**src/rtl/sram_mp_ctrl.sv**
```systemverilog
// Multi-port controller for an external asynchronous SRAM.
// Round-robin arbitration across NPORTS requesters, one access at a time.
// SETUP / STROBE / DONE sequencing with configurable read and write wait states.
// Every pad-facing output and status output comes straight from a flop.
module sram_mp_ctrl #(
  parameter int unsigned ADDR_W  = 18,
  parameter int unsigned DATA_W  = 8,
  parameter int unsigned NPORTS  = 2,
  parameter int unsigned RD_WAIT = 1,
  parameter int unsigned WR_WAIT = 1
) (
  input  logic                     clk,
  input  logic                     reset_b,
  input  logic [NPORTS-1:0]        req,
  input  logic [NPORTS-1:0]        we,
  input  logic [NPORTS*ADDR_W-1:0] addr,
  input  logic [NPORTS*DATA_W-1:0] wdata,
  output logic [NPORTS-1:0]        ack,
  output logic [DATA_W-1:0]        rdata,
  output logic                     busy,
  output logic                     ram_cs_b,
  output logic                     ram_oe_b,
  output logic                     ram_we_b,
  output logic [ADDR_W-1:0]        ram_adr,
  output logic [DATA_W-1:0]        ram_dat_out,
  output logic                     ram_dat_oe,
  input  logic [DATA_W-1:0]        ram_dat_in
);

  localparam int unsigned PTR_W = (NPORTS > 1) ? $clog2(NPORTS) : 1;
  localparam int unsigned CNT_W = 4;

  typedef enum logic [1:0] {
    S_IDLE   = 2'd0,
    S_SETUP  = 2'd1,
    S_STROBE = 2'd2,
    S_DONE   = 2'd3
  } state_t;

  state_t           state_q, state_d;
  logic [CNT_W-1:0] cnt_q, cnt_d;
  logic             op_we_q, op_we_d;
  logic [PTR_W-1:0] gnt_q, gnt_d;
  logic [PTR_W-1:0] last_q;

  logic [PTR_W-1:0] gnt_c;
  logic [PTR_W-1:0] idx_c;
  logic             any_c;

  logic [NPORTS-1:0] ack_d;
  logic [DATA_W-1:0] rdata_d;
  logic              busy_d;
  logic              cs_b_d;
  logic              oe_b_d;
  logic              we_b_d;
  logic [ADDR_W-1:0] adr_d;
  logic [DATA_W-1:0] dout_d;
  logic              doe_d;
  logic              grant_c;
  logic              finish_c;

  // Round-robin search: first requesting port starting after the last grant
  always_comb begin
    any_c = 1'b0;
    gnt_c = '0;
    idx_c = '0;
    for (int unsigned i = 0; i < NPORTS; i++) begin
      idx_c = PTR_W'((32'(last_q) + 32'd1 + i) % NPORTS);
      if (!any_c && req[idx_c]) begin
        any_c = 1'b1;
        gnt_c = idx_c;
      end
    end
  end

  assign grant_c  = (state_q == S_IDLE) && any_c;
  assign finish_c = (state_q == S_STROBE) && (cnt_q == '0);

  // State, wait counter, latched operation and round-robin pointer
  always_ff @(posedge clk or negedge reset_b) begin
    if (!reset_b) begin
      state_q <= S_IDLE;
      cnt_q   <= '0;
      op_we_q <= 1'b0;
      gnt_q   <= '0;
      last_q  <= PTR_W'(NPORTS - 1);
    end else begin
      state_q <= state_d;
      cnt_q   <= cnt_d;
      op_we_q <= op_we_d;
      gnt_q   <= gnt_d;
      if (grant_c) begin
        last_q <= gnt_c;
      end
    end
  end

  // Next state, strobe-length countdown and grant capture
  always_comb begin
    state_d = state_q;
    cnt_d   = cnt_q;
    op_we_d = op_we_q;
    gnt_d   = gnt_q;
    unique case (state_q)
      S_IDLE: begin
        if (any_c) begin
          state_d = S_SETUP;
          gnt_d   = gnt_c;
          op_we_d = we[gnt_c];
        end
      end
      S_SETUP: begin
        state_d = S_STROBE;
        cnt_d   = op_we_q ? CNT_W'(WR_WAIT) : CNT_W'(RD_WAIT);
      end
      S_STROBE: begin
        if (cnt_q == '0) begin
          state_d = S_DONE;
        end else begin
          cnt_d = cnt_q - CNT_W'(1);
        end
      end
      S_DONE: begin
        state_d = S_IDLE;
      end
      default: begin
        state_d = S_IDLE;
      end
    endcase
  end

  // Output values for the coming cycle, derived from the next state
  always_comb begin
    cs_b_d  = (state_d == S_IDLE);
    oe_b_d  = !((state_d == S_STROBE) && !op_we_d);
    we_b_d  = !((state_d == S_STROBE) && op_we_d);
    doe_d   = op_we_d && (state_d != S_IDLE);
    busy_d  = (state_d != S_IDLE);
    ack_d   = '0;
    rdata_d = rdata;
    adr_d   = ram_adr;
    dout_d  = ram_dat_out;
    if (grant_c) begin
      adr_d  = addr[32'(gnt_c) * ADDR_W +: ADDR_W];
      dout_d = wdata[32'(gnt_c) * DATA_W +: DATA_W];
    end
    if (finish_c) begin
      ack_d[gnt_q] = 1'b1;
      if (!op_we_q) begin
        rdata_d = ram_dat_in;
      end
    end
  end

  // Output registers; reset releases every strobe at once
  always_ff @(posedge clk or negedge reset_b) begin
    if (!reset_b) begin
      ack         <= '0;
      rdata       <= '0;
      busy        <= 1'b0;
      ram_cs_b    <= 1'b1;
      ram_oe_b    <= 1'b1;
      ram_we_b    <= 1'b1;
      ram_adr     <= '0;
      ram_dat_out <= '0;
      ram_dat_oe  <= 1'b0;
    end else begin
      ack         <= ack_d;
      rdata       <= rdata_d;
      busy        <= busy_d;
      ram_cs_b    <= cs_b_d;
      ram_oe_b    <= oe_b_d;
      ram_we_b    <= we_b_d;
      ram_adr     <= adr_d;
      ram_dat_out <= dout_d;
      ram_dat_oe  <= doe_d;
    end
  end

endmodule

```
**config.mk**
```make
export PLATFORM = sky130hd
export DESIGN_NAME = sram_mp_ctrl
export DESIGN_NICKNAME = d
export VERILOG_FILES = /design/src/rtl/sram_mp_ctrl.sv
export SDC_FILE = /design/constraint.sdc
export NUM_CORES = 1
export LEC_CHECK = 0
export ABC_AREA = 1
export BUFFER_PORTS_ARGS = -buffer_cell sky130_fd_sc_hd__buf_2
export CORE_AREA = 2 2 93 95
export CTS_CLUSTER_DIAMETER = 120
export DETAILED_ROUTE_END_ITERATION = 16
export DIE_AREA = 0 0 95 97
export MAX_ROUTING_LAYER = met4
export SLEW_MARGIN = 30
export SYNTH_ARGS = -nofsm -noshare
export SYNTH_HDL_FRONTEND = slang
export SYNTH_SLANG_ARGS = --single-unit
```
**constraint.sdc**
```tcl
create_clock -name clk -period 1.75 [get_ports clk]
set_clock_uncertainty 0.05 [all_clocks]
set_input_delay 0.0875 -clock clk [delete_from_list [all_inputs] [get_ports clk]]
set_output_delay 0.0875 -clock clk [all_outputs]
set_load 0.02 [all_outputs]
```
==> metrics.txt <==
Routed WL 5.882 mm; synth top area cells dfrtp_1, nand2_1, o211ai_1, or2_2, dfstp_2; die width 95 um; Seq cells post-synth 50; GRT met3 Usage 2.259%; most frequent cells in the layout buf_2, nand2_1, dfrtp_1; worst relative slew slack 65.30%; cts repair resizes 0; fin nets 478; routed vias/inst 4.180; Layout Area Growth over Synthesis 47.20%; Final Power 5700 uW; CP endpoint kind flip-flop; crit-path max FO 16; post-layout min period 1.585 ns; syn nets 333; GRT overflow 0; largest net degree at the start of global routing 30; DRT antenna net count 0; Clk Latency, worst-skew pair 0.30 ns; PD cells 1620 nW/um^2; most common cell after layout, fill and taps aside buf_2; Clock transition at path regs 0.09 ns; initial antenna violation count 0; RSZ-0062 raised after global routing no; Netlist cell types 25; Initial Util 29.40%; Leakage 0.001865 uW; worst setup path class flip-flop to flip-flop; CTS Buf Count 5; sink count of the clock tree 50; Ports 107; leading area contributor after synthesis dfrtp_1; share of the synthesized area in the top cell type 48.14%; Cells after Synth 261; drt drc 0; routed via count 2,140; drt wl/cell 11.49 um; pre-CTS setup slack 0.1795 ns; first-pass GRT wire length 9.942 mm; Post-CTS Setup Inserts 0; Yosys warnings 0; syn avg cell area 9.161 sq um; Bufs on Longest Clock Path 2; post-synthesis sequential area ratio 52.54%; Diodes inserted 0; PortBufs 106; final worst path period share 90.56%; Core ar. 8134 sq um; worst hold path class input pin to flip-flop; H-tree depth 2; Iter 0 DRT Violations 57; Pre-antenna DRT Iters 4; met2 usage 23.95%; Startpoint Class flip-flop; Data arrival, critical path 1.73 ns; status complete, no violations; Post-Syn Area 2391 sq um; met1 GRT Util 16.53%; area of the multi-input gates 970.9 sq um; final instance area 3520 sq um; final worst setup slack 0.1652 ns; Setup violations, final 0; worst path required time 1.89 ns; TritonCTS clock tree yes; layout cells sized above 1 41.52%; Final HPWL DP 4.263 mm; Post-DP Area 3055 sq um; FILL cells 793; row count 33; Slew Limit Fails 0; die footprint 9215 sq um; cts hold-fix bufs 35; MaxCap Viol Count 0; Die Height 97 um; actual slew at the worst max-slew pin 0.5205 ns; maximum vdd ir drop 593.7 uV; Fmax 0.6310 GHz; Final GP Congestion 0.7325; setup TNS 0 ns; FF/Latch Area 1256 sq um; CTS Root Cell clkbuf_8; fin util 43.27%; gr usage total 13.79%; grt peak-use layer met2; Hold Vio Cnt, Final 0; vias in the first global route 2,189
synth_stat cells, drive strengths merged:
cell type and instances:
o21bai 1, nor2 7, nand3 6, ha 6, o22ai 1, nand4 3, or2 28, o21ai 14
clkbuf 5, xor2 1, dfstp 4, o211ai 26, inv 25, dfrtp 46, buf 6, nand2 82
cells by family after synthesis:
family	after synthesis	synth area share, %
XOR/XNOR	1	0.3664
AO/OA/AOI/OAI	42	12.93
AND/OR/NAND/NOR	126	24.07
adder cells (fa/ha/maj)	6	3.140
buffers and inverters	36	6.960
flip-flops	50	52.54
final timing paths:
path	slack (ns)	start	endpoint	cells after the start
setup / recovery	0.17	state_q[0]	rdata[4]	7
hold / removal	0.06	wdata[9]	ram_dat_out[1]	4
setup reg to reg	0.17	state_q[0]	rdata[4]	7
hold reg to reg	0.38	gnt_q	ack[0]	1
max in group asynchronous	0.82	reset_b	ram_oe_b	3
min in group asynchronous	0.23	reset_b	cnt_q[2]	2
sequential cells by signal, indices dropped and copies added (netlist names):
| name | flops |
|---|---|
| gnt_q | 1 |
| ram_adr | 18 |
| ram_cs_b | 1 |
| op_we_q | 1 |
| ack | 2 |
| ram_oe_b | 1 |
| cnt_q | 4 |
| last_q | 1 |
| state_q | 2 |
| ram_dat_out | 8 |
| busy | 1 |
| ram_dat_oe | 1 |
| rdata | 8 |
| ram_we_b | 1 |
metal layers:
layer / share of wire [%] / up-vias / wire length (um)
met5: 0 / - / 0
met4: 0 / 0 / 0
met3: 5.2 / 0 / 304
met2: 50 / 72 / 2969
met1: 44 / 942 / 2608
li1: - / 1126 / -
report_power, final:
part / total, uW / switching [uW] / internal (uW)
Sequential: 2030 / 287 / 1740
Clock: 803 / 378 / 425
Combinational: 2870 / 1800 / 1070
worst max-delay path: stages (launching register included):
cell	delay (ns)
dfrtp_1	0.40
inv_1	0.11
ha_1	0.23
nand3_2	0.12
or2_1	0.22
buf_4	0.20
nand2_1	0.10
o21ai_2	0.05
metrics by stage:
step / hold slack [ns] / std cells
global placement: 0.04513 / 469
floorplan: -0.2581 / 261
CTS: 0.05090 / 512
detailed placement: 0.04351 / 469
global route: 0.06155 / 512
finish: 0.06309 / 512
layout make-up:
class	instances	area share (%)
inverters	25	2.666
clock inverters	3	1.280
repair buffers	149	27.09
clock buffers	5	1.955
well taps	105	3.733
multi-input cells	175	27.59
flip-flops and latches	50	35.69
Power figures use the tool's default switching activity.
